[src/rtl/pong_engine.sv]
// Pong game core: one ball, one or two paddles, scores and the serve/play/game-over sequence.
// Motion advances on tick when not paused. The pixel colour is registered from the current coordinate.
module pong_engine #(
  parameter int NUM_PLAYERS = 2,
  parameter int H_ACTIVE    = 800,
  parameter int V_ACTIVE    = 600,
  parameter int BALL_W      = 14,
  parameter int BALL_H      = 20,
  parameter int PAD_W       = 20,
  parameter int PAD_H       = 100,
  parameter int PAD_MARGIN  = 41,
  parameter int PAD_STEP    = 4,
  parameter int BALL_DX     = 6,
  parameter int BALL_DY     = 4,
  parameter int SCORE_MAX   = 9,
  parameter int SERVE_TICKS = 60
) (
  input  logic        CLK_100MHz,
  input  logic        Reset,
  input  logic        tick,
  input  logic        start,
  input  logic        pause,
  input  logic [1:0]  up,
  input  logic [1:0]  down,
  input  logic [11:0] ball_rgb,
  input  logic [10:0] CurrentX,
  input  logic [10:0] CurrentY,
  input  logic        HBlank,
  input  logic        VBlank,
  output logic [3:0]  RED,
  output logic [3:0]  GREEN,
  output logic [3:0]  BLUE,
  output logic [1:0]  state,
  output logic [3:0]  score_l,
  output logic [3:0]  score_r
);

  typedef logic signed [11:0] s12_t;
  typedef enum logic [1:0] {IDLE = 2'd0, SERVE = 2'd1, PLAY = 2'd2, OVER = 2'd3} state_t;

  localparam int CW = $clog2(SERVE_TICKS) + 1;

  localparam s12_t ZERO       = '0;
  localparam s12_t H_ACT_S    = s12_t'(H_ACTIVE);
  localparam s12_t BALL_W_S   = s12_t'(BALL_W);
  localparam s12_t BALL_H_S   = s12_t'(BALL_H);
  localparam s12_t PAD_W_S    = s12_t'(PAD_W);
  localparam s12_t PAD_H_S    = s12_t'(PAD_H);
  localparam s12_t PAD_STEP_S = s12_t'(PAD_STEP);
  localparam s12_t BALL_DX_S  = s12_t'(BALL_DX);
  localparam s12_t BALL_DY_S  = s12_t'(BALL_DY);
  localparam s12_t PAD_R_X    = s12_t'(H_ACTIVE - PAD_MARGIN - PAD_W);
  localparam s12_t PAD_L_X    = s12_t'(PAD_MARGIN);
  localparam s12_t PAD_L_EDGE = s12_t'(PAD_MARGIN + PAD_W);
  localparam s12_t BALL_Y_MAX = s12_t'(V_ACTIVE - BALL_H);
  localparam s12_t PAD_Y_MAX  = s12_t'(V_ACTIVE - PAD_H);

  localparam logic [10:0]   BALL_X0   = 11'((H_ACTIVE - BALL_W) / 2);
  localparam logic [10:0]   BALL_Y0   = 11'((V_ACTIVE - BALL_H) / 2);
  localparam logic [10:0]   PAD_Y0    = 11'((V_ACTIVE - PAD_H) / 2);
  localparam logic [3:0]    WIN_SCORE = 4'(SCORE_MAX);
  localparam logic [CW-1:0] SERVE_END = CW'(SERVE_TICKS - 1);

  state_t        cur_st, nxt_st;
  logic [10:0]   ball_x, ball_y, pad_r_y, pad_l_y;
  logic          dx_neg, dy_neg;
  logic [CW-1:0] serve_cnt;
  logic [11:0]   rgb;

  logic          step, pads_live;
  logic [10:0]   pad_r_nxt, pad_l_nxt;
  s12_t          sx, sy, nx, ny, nx_cl, ny_cl;
  logic          dx_nxt, dy_nxt, ov_r, ov_l;
  logic          point_l, point_r, game_won;
  logic          in_ball, in_pad_r, in_pad_l;
  s12_t          cx, cy;

  function automatic s12_t ext(input logic [10:0] v);
    return signed'({1'b0, v});
  endfunction

  // Both buttons held cancel out; the result never leaves the screen.
  function automatic logic [10:0] pad_move(input logic [10:0] y, input logic u, input logic d);
    s12_t t;
    t = ext(y);
    if (u && !d)      t = t - PAD_STEP_S;
    else if (d && !u) t = t + PAD_STEP_S;
    if (t < ZERO)           t = ZERO;
    else if (t > PAD_Y_MAX) t = PAD_Y_MAX;
    return t[10:0];
  endfunction

  assign step = tick && !pause;

  // State register.
  always_ff @(posedge CLK_100MHz or negedge Reset) begin
    if (!Reset) cur_st <= IDLE;
    else        cur_st <= nxt_st;
  end

  // Next-state logic; start overrides everything, including a coincident tick.
  always_comb begin
    nxt_st = cur_st;
    if (start) begin
      nxt_st = SERVE;
    end else if (step) begin
      case (cur_st)
        SERVE:   if (serve_cnt == SERVE_END) nxt_st = PLAY;
        PLAY:    if (point_l || point_r) nxt_st = game_won ? OVER : SERVE;
        default: nxt_st = cur_st;
      endcase
    end
  end

  // Outputs decoded from the state and the registered pixel.
  always_comb begin
    state     = cur_st;
    pads_live = (cur_st == SERVE) || (cur_st == PLAY);
    RED       = rgb[11:8];
    GREEN     = rgb[7:4];
    BLUE      = rgb[3:0];
  end

  // Candidate motion for this tick, all in 12-bit signed so edges near 0 cannot wrap.
  // NOTE: every signal written here gets a default first so no latch is inferred.
  always_comb begin
    pad_r_nxt = pad_r_y;
    pad_l_nxt = pad_l_y;
    if (pads_live) begin
      pad_r_nxt = pad_move(pad_r_y, up[0], down[0]);
      if (NUM_PLAYERS == 2) pad_l_nxt = pad_move(pad_l_y, up[1], down[1]);
    end

    sx = ext(ball_x);
    sy = ext(ball_y);
    nx = dx_neg ? sx - BALL_DX_S : sx + BALL_DX_S;
    ny = dy_neg ? sy - BALL_DY_S : sy + BALL_DY_S;

    ny_cl  = ny;
    dy_nxt = dy_neg;
    if (ny < ZERO) begin
      ny_cl  = ZERO;
      dy_nxt = ~dy_neg;
    end else if (ny > BALL_Y_MAX) begin
      ny_cl  = BALL_Y_MAX;
      dy_nxt = ~dy_neg;
    end

    // Vertical overlap uses the paddle positions being written this same tick.
    ov_r = (ny_cl < ext(pad_r_nxt) + PAD_H_S) && (ny_cl + BALL_H_S > ext(pad_r_nxt));
    ov_l = (ny_cl < ext(pad_l_nxt) + PAD_H_S) && (ny_cl + BALL_H_S > ext(pad_l_nxt));

    nx_cl   = nx;
    dx_nxt  = dx_neg;
    point_l = 1'b0;
    point_r = 1'b0;
    if (!dx_neg) begin
      if ((nx + BALL_W_S >= PAD_R_X) && (sx + BALL_W_S <= PAD_R_X) && ov_r) begin
        nx_cl  = PAD_R_X - BALL_W_S;
        dx_nxt = 1'b1;
      end else if (nx + BALL_W_S >= H_ACT_S) begin
        point_l = 1'b1;
      end
    end else if (NUM_PLAYERS == 1) begin
      if (nx < ZERO) begin
        nx_cl  = ZERO;
        dx_nxt = 1'b0;
      end
    end else begin
      if ((nx <= PAD_L_EDGE) && (sx >= PAD_L_EDGE) && ov_l) begin
        nx_cl  = PAD_L_EDGE;
        dx_nxt = 1'b0;
      end else if (nx < ZERO) begin
        point_r = 1'b1;
      end
    end

    game_won = point_l ? (score_l + 4'd1 == WIN_SCORE) : (score_r + 4'd1 == WIN_SCORE);
  end

  // NOTE: sequential state uses non-blocking assignments only, so every register sees pre-edge values.
  always_ff @(posedge CLK_100MHz or negedge Reset) begin
    if (!Reset) begin
      ball_x    <= BALL_X0;
      ball_y    <= BALL_Y0;
      dx_neg    <= 1'b0;
      dy_neg    <= 1'b0;
      pad_r_y   <= PAD_Y0;
      pad_l_y   <= PAD_Y0;
      score_l   <= '0;
      score_r   <= '0;
      serve_cnt <= '0;
    end else if (start) begin
      ball_x    <= BALL_X0;
      ball_y    <= BALL_Y0;
      dx_neg    <= 1'b0;
      dy_neg    <= 1'b0;
      score_l   <= '0;
      score_r   <= '0;
      serve_cnt <= '0;
    end else if (step) begin
      pad_r_y <= pad_r_nxt;
      pad_l_y <= pad_l_nxt;
      case (cur_st)
        SERVE: serve_cnt <= (serve_cnt == SERVE_END) ? '0 : serve_cnt + 1'b1;
        PLAY: begin
          if (point_l || point_r) begin
            if (point_l) score_l <= score_l + 4'd1;
            if (point_r) score_r <= score_r + 4'd1;
            // Recentre and serve toward the side that just conceded.
            ball_x <= BALL_X0;
            ball_y <= BALL_Y0;
            dx_neg <= point_r;
            dy_neg <= dy_nxt;
          end else begin
            ball_x <= nx_cl[10:0];
            ball_y <= ny_cl[10:0];
            dx_neg <= dx_nxt;
            dy_neg <= dy_nxt;
          end
        end
        default: ;
      endcase
    end
  end

  // Pixel hit tests against the positions currently held.
  always_comb begin
    cx       = ext(CurrentX);
    cy       = ext(CurrentY);
    in_ball  = (cx >= sx) && (cx < sx + BALL_W_S) && (cy >= sy) && (cy < sy + BALL_H_S);
    in_pad_r = (cx >= PAD_R_X) && (cx < PAD_R_X + PAD_W_S) &&
               (cy >= ext(pad_r_y)) && (cy < ext(pad_r_y) + PAD_H_S);
    in_pad_l = (NUM_PLAYERS == 2) && (cx >= PAD_L_X) && (cx < PAD_L_X + PAD_W_S) &&
               (cy >= ext(pad_l_y)) && (cy < ext(pad_l_y) + PAD_H_S);
  end

  always_ff @(posedge CLK_100MHz or negedge Reset) begin
    if (!Reset)                     rgb <= '0;
    else if (HBlank || VBlank)      rgb <= '0;
    else if (in_ball)               rgb <= ball_rgb;
    else if (in_pad_r || in_pad_l)  rgb <= 12'hFFF;
    else                            rgb <= '0;
  end

endmodule

[config.mk]
export PLATFORM = sky130hd
export DESIGN_NAME = pong_engine
export DESIGN_NICKNAME = d
export VERILOG_FILES = /design/src/rtl/pong_engine.sv
export SDC_FILE = /design/constraint.sdc
export NUM_CORES = 1
export LEC_CHECK = 0
export BUFFER_PORTS_ARGS = -buffer_cell sky130_fd_sc_hd__clkbuf_2
export CAP_MARGIN = 30
export CELL_PAD_IN_SITES_DETAIL_PLACEMENT = 0
export CELL_PAD_IN_SITES_GLOBAL_PLACEMENT = 1
export CORE_ASPECT_RATIO = 1.1
export CORE_MARGIN = 3
export CORE_UTILIZATION = 35
export DETAILED_ROUTE_END_ITERATION = 7
export PLACE_DENSITY_LB_ADDON = 0.1
export SETUP_SLACK_MARGIN = 0.5
export SLEW_MARGIN = 20
export SYNTH_ARGS = -nofsm -noshare
export SYNTH_HDL_FRONTEND = slang
export SYNTH_SLANG_ARGS = --single-unit
export TNS_END_PERCENT = 100
[constraint.sdc]
create_clock -name CLK_100MHz -period 7.7 [get_ports CLK_100MHz]
set_clock_uncertainty 0.1 [all_clocks]
set_input_delay 0.77 -clock CLK_100MHz [delete_from_list [all_inputs] [get_ports CLK_100MHz]]
set_output_delay 0.77 -clock CLK_100MHz [all_outputs]
set_load 0.05 [all_outputs]
==> flow_summary_export.csv, run 1 <==
group,metric,value,unit
synthesis,synth_cell_types,92,
sta,maxSlewViolCount,0,
synthesis,mappedNetlistArea,9530,um^2
sta,max_slew_margin,45.7,%
worst_setup_path,crit_fanout,11,
placed_design,place_hpwl,24.5,mm
worst_setup_path,r2r_slack,0.93,ns
cts,cts_tree,"yes",
finish,layout-drive-gt1-share,12.0,%
synthesis,async_reset_ff_share,100,%
synthesis,synthXorXnorAreaFrac,7.81,%
power,ir_drop,0.153,mV
synthesis,yosysMostFrequentCell,"ha_1",
finish,seq_area,1900,um^2
die,rows,62,
global_routing,antenna_found_initial,0,
worst_setup_path,crit_path_end_kind,"flop",
run_status,status,"finished, final reports clean",
power,power.density,254,nW/um^2
synthesis,syn_inst,1166,
worst_setup_path,crit_start,"ball_y[2]",
synthesis,synth_edf_count,0,
detailed_routing,routedWlPerCell,19.4,um
global_routing,grt_max_degree,40,
worst_setup_path,critPathRequiredTime,7.84,ns
synthesis,synthAdderAreaFrac,21.1,%
detailed_routing,first_pass_iters,5,
placed_design,portBuffers,66,
worst_setup_path,rr_endpoint,"state[1]",
cts,numCtsBuffers,9,
synthesis,yosys-top-cells-area,"ha_1, dfrtp_1, xnor2_1",
detailed_routing,drc,0,
detailed_routing,vias,8833,
cts,clk_latency,0.35,ns
die,dieWidth,163,um
detailed_routing,viasPerCell,5.61,
finish,final.fill_count,2754,
cts,clk_pin_slew,0.07,ns
cts,htreeDepth,3,
synthesis,synth_warnings,0,
detailed_routing,first_iter_violations,483,
finish,multi_input_area,7240,um^2
synthesis,synthMuxAreaShare,1.44,%
worst_setup_path,start_kind,"flop",
sta,rsz0062_at_grt,"no",
die,die_h,179,um
placed_design,placed_cells,1558,
worst_setup_path,ff2ff_path_depth,25,
worst_setup_path,critPathKind,"reg2reg",
run,drv_cap,0,
synthesis,synth_ff_type,"dfrtp_1",
cts,clock_tree.buffer_depth,2,
sta,worst_pin_slew,0.813,ns
sta,worst_slack,0.926,ns
synthesis,ys_seq_elements,75,
synthesis,synthTopCellsByCount,"ha_1, nor2_1, nand2_1, a21oi_1, inv_1",
finish,n_antenna_cell,0,
worst_setup_path,rr_startpoint,"ball_y[2]",
sta,fin_tns_setup,0,ns
power,static-leakage-power,4.70,nW
die,core,26500,um^2
global_routing,grt_pass1_vias,8582,
sta,min_period_over_period,88.0,%
worst_setup_path,cp.arrival,6.91,ns
synthesis,seq_area_frac_synth,19.9,%
die,io_pins,67,
global_routing,grt-ovfl-total,0,
placed_design,gp_congestion,0.846,
synthesis,synth_compound_area_share,24.8,%
detailed_routing,routed_wl,30.5,mm
sta,fmax,148,MHz
detailed_routing,postRouteAntennaNets,0,
finish,fin_nets,1421,
cts,root_buffer,"clkbuf_16",
hold_path,hp-class,"in2async",
cts,postCtsHoldBufs,0,
finish,area_growth,10.4,%
synthesis,synth_top_area_share,20.6,%
cts,numClockSinks,75,
sta,finalSetupViolations,0,
die,dieArea,29200,um^2
global_routing,grt_pass1_wl,47.8,mm
synthesis,synthSimpleGateAreaFrac,20.3,%
synthesis,synth_top_family_by_area,"compound AO/OA/AOI/OAI gates",
sta,finalHoldViolCount,0,
finish,fin_cells,1574,
die,initial_core_util,36.0,%
sta,finalCriticalPeriod,6.77,ns
synthesis,avgSynthCellArea,8.17,um^2
placed_design,pre_cts_ws,0.402,ns
global_routing,track_usage,20.9,%
synthesis,yosysTopAreaCell,"ha_1",
-- worst max-delay path, cell delays in order (launching register included) --
cell and delay (ns):
dfrtp_1 0.52, fa_1 0.54, a21o_1 0.18, a21oi_1 0.26
o21bai_1 0.09, a21oi_1 0.17, xor2_1 0.35, nand3b_1 0.14
a21oi_1 0.33, nor2b_1 0.34, and2_1 0.33, ha_1 0.27
o21ai_0 0.11, nor2_1 0.13, xor2_1 0.16, nor2_1 0.09
ha_1 0.31, nand4_1 0.10, nor3_1 0.05, a2111o_1 0.34
a2111oi_1 0.41, o211ai_1 0.32, a21oi_2 0.33, o21ai_2 0.22
o221a_1 0.29, o32a_1 0.17
-- final cells by class --
| class | count | share of cell area (%) |
|---|---|---|
| multi-input combinational | 985 | 68.8 |
| sequential | 75 | 18.1 |
| tap | 352 | 4.19 |
| timing repair buffer | 74 | 3.85 |
| inverter | 72 | 2.57 |
| clock buffer | 10 | 2.18 |
| clock inverter | 6 | 0.380 |
-- layout by cell type (no fill, tap or decap), drive strengths merged, types with 7 or more instances in the layout --
cell type  Yosys  routed
ha           157     157
nor2          99      99
nand2         84      84
clkbuf        26      75
a21oi         74      74
inv           70      71
o21ai         67      67
xnor2         63      63
dfrtp         56      56
o21a          48      48
nand3         36      36
nor3          25      25
a21o          23      23
xor2          22      22
nor2b         22      22
nand4         22      22
dfstp         19      19
nand2b        17      17
nor4          16      16
o211ai        15      15
a211oi        12      12
o31ai         10      10
and2          10      10
o21bai         9       9
a22oi          9       9
o22ai          9       9
buf           11       9
or2            8       8
nand3b         7       7
mux2i          7       7
-- metrics by stage --
step	util (%)	total power, mW	area (um^2)	hold WS [ns]
after floorplan	-	1.82	9540	0.355
after global placement	38.6	2.26	10200	0.379
after detailed placement	38.7	2.25	10200	0.383
after CTS	39.8	2.68	10500	0.327
after global routing	39.8	2.94	10500	0.340
final	39.8	2.68	10500	0.306
-- sequential cells by signal (all words and copies together) (netlist names) --
register   cells
score_l        4
state          2
ball_x        11
rgb           12
pad_l_y       11
dy_neg         1
serve_cnt      7
pad_r_y       11
dx_neg         1
score_r        4
ball_y        11
-- kinds of logic (layout without fill, tap and decap cells) --
kind of cell | after synthesis | count (layout)
simple gates | 376 | 376
compound gates | 348 | 348
fa+ha+maj | 160 | 160
buf+inv | 109 | 162
xor+xnor | 85 | 85
flops | 75 | 75
mux | 12 | 12
other cells | 1 | 4
-- metal layers --
layer,wire length (um),global-route usage (%),up-vias
met3,1490,3.17,37
met4,623,5.78,0
met2,13700,34.0,193
met5,0,0,-
met1,14700,28.8,4195
li1,-,-,4408
-- how the worst max path moves through the flow --
stage | to | slack, ns | cells after the start
finish | state[1] | 0.93 | 25
global route | ball_x[6] | 0.50 | 25
CTS | state[1] | 0.58 | 25
detailed placement | state[1] | 0.40 | 26
global placement | state[1] | 0.64 | 25
floorplan | state[1] | 1.42 | 26
-- report_power, final --
part | internal, mW | switching [mW]
registers | 0.467 | 0.139
logic | 0.690 | 0.971
clock network | 0.219 | 0.190
-- what timing repair did --
item                                   in CTS  in global routing
buffers inserted                            0                  0
resized for setup                           0                  4
endpoints found under the hold margin       0                  0
setup endpoints to repair                   0                 24
No activity file was read; power rests on OpenSTA's default activity.
==> inputs of run 2 (changes only) <==
--- a/config.mk
+++ b/config.mk
@@ -5,13 +5,15 @@
 export SDC_FILE = /design/constraint.sdc
 export NUM_CORES = 1
 export LEC_CHECK = 0
+export ABC_CLOCK_PERIOD_IN_PS = 7700
 export BUFFER_PORTS_ARGS = -buffer_cell sky130_fd_sc_hd__clkbuf_2
 export CAP_MARGIN = 30
 export CELL_PAD_IN_SITES_DETAIL_PLACEMENT = 0
 export CELL_PAD_IN_SITES_GLOBAL_PLACEMENT = 1
 export CORE_ASPECT_RATIO = 1.1
 export CORE_MARGIN = 3
-export CORE_UTILIZATION = 35
+export CORE_UTILIZATION = 32
+export CTS_BUF_LIST = sky130_fd_sc_hd__clkbuf_16
 export DETAILED_ROUTE_END_ITERATION = 7
 export PLACE_DENSITY_LB_ADDON = 0.1
 export SETUP_SLACK_MARGIN = 0.5
==> flow_summary_export.csv, run 2 (synthesis results as in run 1) <==
group,metric,value,unit
run_status,status,"finished, final reports clean",
finish,final.fill_count,3099,
power,p_int,1.41,mW
finish,fin_nets,1423,
die,die_h,187,um
worst_setup_path,rr_endpoint,"state[1]",
sta,fin_tns_setup,0,ns
placed_design,portBuffers,66,
power,power.density,255,nW/um^2
global_routing,grt_pass1_vias,8707,
cts,clock_tree.buffer_depth,2,
global_routing,grt-ovfl-total,0,
detailed_routing,routed_wl,31.0,mm
hold_path,hp-class,"in2async",
die,dieWidth,171,um
worst_setup_path,start_kind,"flop",
finish,seq_area,1900,um^2
cts,cts_tree,"yes",
finish,n_antenna_cell,0,
worst_setup_path,crit_path_end_kind,"flop",
power,switching_share,47.7,%
worst_setup_path,crit_end,"state[1]",
finish,multi_input_area,7230,um^2
power,pwr-share-seq,22.5,%
cts,numCtsBuffers,9,
global_routing,grt_pass1_wl,49.8,mm
sta,rsz0062_at_grt,"no",
worst_setup_path,critPathRequiredTime,7.84,ns
detailed_routing,drc,0,
die,initial_core_util,32.8,%
sta,min_period_over_period,85.5,%
sta,fin_hold_ws,0.210,ns
worst_setup_path,cp.arrival,6.72,ns
detailed_routing,routedWlPerCell,19.5,um
worst_setup_path,ff2ff_path_depth,24,
worst_setup_path,rr_startpoint,"pad_r_y[4]",
power,p_sw,1.28,mW
detailed_routing,first_pass_iters,5,
die,dieArea,31900,um^2
cts,htreeDepth,3,
sta,finalCriticalPeriod,6.58,ns
detailed_routing,vias,8787,
global_routing,grt_max_degree,59,
worst_setup_path,crit_start,"pad_r_y[4]",
worst_setup_path,crit_fanout,11,
placed_design,place_hpwl,25.2,mm
finish,regMostFlops,"rgb",
worst_setup_path,r2r_slack,1.12,ns
finish,final_cell_mix,"ha_1, nor2_1, nand2_1",
finish,final_common_cell,"ha_1",
cts,clk_pin_slew,0.07,ns
sta,finalSetupViolations,0,
cts,clk_latency,0.35,ns
sta,fmax,152,MHz
global_routing,track_usage,19.7,%
die,core,29000,um^2
cts,postCtsSetupBuffers,0,
placed_design,gp_congestion,0.879,
finish,area_growth,10.9,%
finish,largest_reg_flops,12,
die,io_pins,67,
power,static-leakage-power,4.71,nW
sta,maxSlewViolCount,0,
sta,worst_pin_slew,0.858,ns
worst_setup_path,critPathKind,"reg2reg",
sta,finalHoldViolCount,0,
detailed_routing,postRouteAntennaNets,0,
die,rows,65,
cts,numClockSinks,75,
sta,max_slew_margin,42.8,%
power,ir_drop,0.124,mV
power,clock_power_share,16.1,%
run,drv_cap,0,
cts,root_buffer,"clkbuf_16",
detailed_routing,first_iter_violations,487,
detailed_routing,viasPerCell,5.52,
power,combPwrFrac,61.5,%
finish,layout-drive-gt1-share,12.3,%
global_routing,antenna_found_initial,1,
-- run 2: changes by cell type in the layout (fill, tap and decap cells not counted), sizes merged --
| cell | change |
|---|---|
| clkinv | -1 |
| clkbuf | -1 |
| buf | +2 |
| inv | +1 |
| bufinv | +1 |
-- run 2: per-layer routing --
layer / part of all wire (%) / track usage [%]
met1: 50 / 28.7
met2: 45 / 31.3
met3: 3.5 / 2.79
met4: 1.2 / 3.75
met5: 0 / 0
-- run 2: how the worst min path moves through the flow --
| stage | from | end | slack (ns) | depth (start not counted) |
|---|---|---|---|---|
| 6_report | Reset | pad_l_y[0] | 0.21 | 1 |
| 5_1_grt | Reset | pad_r_y[0] | 0.22 | 1 |
| 4_1_cts | Reset | pad_l_y[0] | 0.21 | 1 |
| 3_5_place_dp | pad_l_y[1] | pad_l_y[1] | 0.39 | 2 |
| 3_3_place_gp | pad_l_y[1] | pad_l_y[1] | 0.38 | 2 |
| 2_1_floorplan | pad_r_y[1] | pad_r_y[1] | 0.36 | 2 |
-- run 2: power by group through the flow --
| stage | clock, mW | sequential [mW] | combinational (mW) |
|---|---|---|---|
| finish | 0.433 | 0.604 | 1.65 |
| CTS | 0.449 | 0.602 | 1.66 |
| detailed placement | 0 | 0.609 | 1.65 |
| global route | 0.462 | 0.617 | 1.90 |
| global placement | 0 | 0.613 | 1.66 |
| floorplan | 0 | 0.525 | 1.29 |
-- run 2: worst max-delay path, cell delays in order (launching register included) --
cell and delay [ns]:
dfstp_2 0.64, and3_1 0.31, nand4_1 0.15, a22oi_1 0.34, mux4_2 0.54, a21oi_1 0.13, buf_4 0.18, a41oi_1 0.08
a31oi_1 0.26, o22a_1 0.23, ha_1 0.19, inv_1 0.07, o21a_1 0.21, nor3_1 0.18, xnor2_1 0.14, nand2_1 0.08
ha_1 0.29, o2111a_1 0.18, a2111o_1 0.41, a2111oi_0 0.39, o211ai_1 0.32, a21oi_2 0.35, o21ai_2 0.22, o221a_1 0.30
o32a_1 0.17
-- run 2: final cells by class --
cell class / instances / share of cell area, %
multi-input cells: 985 / 68.5
repair buffers: 76 / 3.86
clock inverters: 7 / 0.640
well taps: 368 / 4.36
inverters: 72 / 2.56
clock buffers: 9 / 2.13
flip-flops and latches: 75 / 18.0
-- run 2: timing repair --
item | 4_1_cts | 5_1_grt
endpoints found under the setup margin | 0 | 24
hold buffers | 0 | 0
resized for setup | 0 | 6
-- run 2: metrics by stage --
step / cell area, um^2 / util, % / power, mW / instances / worst slack (ns)
5_1_grt: 10600 / 36.4 / 2.98 / 1592 / 0.555
6_report: 10600 / 36.4 / 2.69 / 1592 / 1.12
3_5_place_dp: 10300 / 35.3 / 2.26 / 1576 / 0.497
4_1_cts: 10600 / 36.3 / 2.71 / 1592 / 0.769
2_1_floorplan: 9540 / - / 1.82 / 1169 / 1.42
3_3_place_gp: 10200 / 35.3 / 2.27 / 1575 / 0.721
==> inputs of run 3 (changes only) <==
--- a/config.mk
+++ b/config.mk
@@ -5,17 +5,13 @@
 export SDC_FILE = /design/constraint.sdc
 export NUM_CORES = 1
 export LEC_CHECK = 0
-export ABC_CLOCK_PERIOD_IN_PS = 7700
 export BUFFER_PORTS_ARGS = -buffer_cell sky130_fd_sc_hd__clkbuf_2
 export CAP_MARGIN = 30
-export CELL_PAD_IN_SITES_DETAIL_PLACEMENT = 0
-export CELL_PAD_IN_SITES_GLOBAL_PLACEMENT = 1
 export CORE_ASPECT_RATIO = 1.1
 export CORE_MARGIN = 3
 export CORE_UTILIZATION = 32
 export CTS_BUF_LIST = sky130_fd_sc_hd__clkbuf_16
 export DETAILED_ROUTE_END_ITERATION = 7
-export PLACE_DENSITY_LB_ADDON = 0.1
 export SETUP_SLACK_MARGIN = 0.5
 export SLEW_MARGIN = 20
 export SYNTH_ARGS = -nofsm -noshare
==> flow_summary_export.csv, run 3 (synthesis results as in run 1) <==
group,metric,value,unit
run,drv_cap,0,
finish,fin_cells,1590,
detailed_routing,drc,0,
cts,postCtsHoldBufs,0,
worst_setup_path,ff2ff_path_depth,25,
detailed_routing,viasPerCell,5.66,
detailed_routing,postRouteAntennaNets,0,
detailed_routing,vias,8996,
worst_setup_path,start_kind,"flop",
finish,post-route-util,36.5,%
die,dieArea,31900,um^2
finish,final_common_cell,"ha_1",
worst_setup_path,crit_path_end_kind,"flop",
cts,htreeDepth,3,
global_routing,grt_max_degree,49,
detailed_routing,routedWlPerCell,18.3,um
sta,rsz0062_at_grt,"no",
worst_setup_path,cp_top_family,"compound AO/OA/AOI/OAI gates",
cts,root_buffer,"clkbuf_16",
cts,clk_pin_slew,0.07,ns
worst_setup_path,crit_start,"pad_r_y[4]",
cts,clock_tree.buffer_depth,2,
global_routing,grt_pass1_vias,8775,
finish,layout-drive-gt1-share,12.0,%
sta,finalHoldViolCount,0,
cts,numCtsBuffers,9,
worst_setup_path,path_buf_inv,3,
cts,numClockSinks,75,
cts,clk_latency,0.35,ns
die,io_pins,67,
sta,fin_tns_setup,0,ns
hold_path,hp-class,"in2async",
sta,min_period_over_period,87.1,%
power,ir_drop,0.169,mV
finish,n_antenna_cell,0,
worst_setup_path,critPathRequiredTime,7.88,ns
cts,cts_resized,0,
detailed_routing,routed_wl,29.1,mm
placed_design,pre_cts_ws,0.527,ns
sta,finalCriticalPeriod,6.71,ns
placed_design,gp_congestion,0.925,
power,static-leakage-power,4.73,nW
detailed_routing,first_pass_iters,6,
global_routing,grt_pass1_wl,47.3,mm
sta,maxSlewViolCount,0,
global_routing,grt-ovfl-total,0,
finish,area_growth,11.3,%
placed_design,place_hpwl,23.1,mm
sta,worst_pin_slew,0.796,ns
global_routing,antenna_found_initial,0,
detailed_routing,first_iter_violations,622,
global_routing,track_usage,18.3,%
cts,cts_tree,"yes",
run_status,status,"finished, final reports clean",
finish,fin_nets,1421,
worst_setup_path,critPathMaxStageDelay,0.66,ns
finish,regMostFlops,"rgb",
worst_setup_path,crit_fanout,10,
sta,worst_slack,0.995,ns
worst_setup_path,worst_path_max_delay_cell,"dfstp_2",
sta,fmax,149,MHz
finish,finalInstanceArea,10600,um^2
worst_setup_path,critPathKind,"reg2reg",
finish,final.fill_count,2973,
die,dieWidth,171,um
finish,largest_reg_flops,12,
die,die_h,187,um
cts,postCtsSetupBuffers,0,
worst_setup_path,r2r_slack,0.99,ns
power,p_total,2.74,mW
placed_design,place_area,10300,um^2
die,initial_core_util,32.8,%
die,core,29000,um^2
sta,fin_hold_ws,0.249,ns
worst_setup_path,rr_endpoint,"ball_x[9]",
placed_design,portBuffers,66,
finish,final_cell_mix,"ha_1, nor2_1, nand2_1",
die,rows,65,
worst_setup_path,rr_startpoint,"pad_r_y[4]",
sta,finalSetupViolations,0,
power,power.density,258,nW/um^2
sta,max_slew_margin,46.8,%
placed_design,placed_cells,1574,
worst_setup_path,cp.arrival,6.89,ns
## run 3: cell types whose count changed in the layout (fill, tap and decap cells not counted), sizes merged
cell / previous run / this run
buf: 11 / 9
bufinv: 1 / 2
clkinv: 5 / 4
clkinvlp: 1 / 0
inv: 72 / 73
## run 3: worst max-delay path by stage
stage | end | slack, ns | depth (start not counted)
4_1_cts | state[1] | 0.80 | 25
5_1_grt | ball_x[6] | 0.54 | 25
2_1_floorplan | state[1] | 1.42 | 26
6_report | ball_x[9] | 0.99 | 25
3_3_place_gp | state[1] | 0.76 | 25
3_5_place_dp | state[1] | 0.53 | 26
## run 3: per-layer routing
metal,wire [um],up-vias,global-route usage (%)
met5,0,-,0
met4,1140,0,7.27
met3,1160,56,2.05
met2,13600,258,30.0
met1,13200,4284,24.4
li1,-,4398,-
## run 3: where the power goes
part | leakage [nW] | internal, mW | switching (mW) | total, mW
Clock | 0.163 | 0.288 | 0.192 | 0.480
Combinational | 3.62 | 0.694 | 0.960 | 1.65
Sequential | 0.955 | 0.467 | 0.138 | 0.605
Total | 4.73 | 1.45 | 1.29 | 2.74
## run 3: worst reg2reg max path, stage by stage, from the launching register on
cell and delay [ns]:
dfstp_2 0.66, and3_1 0.34, nand4_1 0.16, a22oi_1 0.34, mux4_2 0.56, a21oi_1 0.13
buf_4 0.17, a41oi_1 0.09, and2b_1 0.28, a22oi_1 0.26, inv_1 0.08, ha_1 0.21
inv_1 0.09, o21a_1 0.18, nor3_1 0.07, xnor2_1 0.15, nand2_1 0.07, ha_1 0.29
o2111a_1 0.16, a2111o_1 0.41, a2111oi_0 0.39, o211ai_1 0.32, a21oi_2 0.34, o211a_1 0.42
and2_1 0.25, a22o_1 0.14
## run 3: cell type report
cell class              instances  area (um^2)  area share [%]
clock buffers                   9          225            2.12
inverters                      72          270            2.55
flip-flops and latches         75         1900            17.9
repair buffers                 74          417            3.93
well taps                     368          460            4.34
multi-input cells             985         7230            68.2
clock inverters                 7          101           0.956
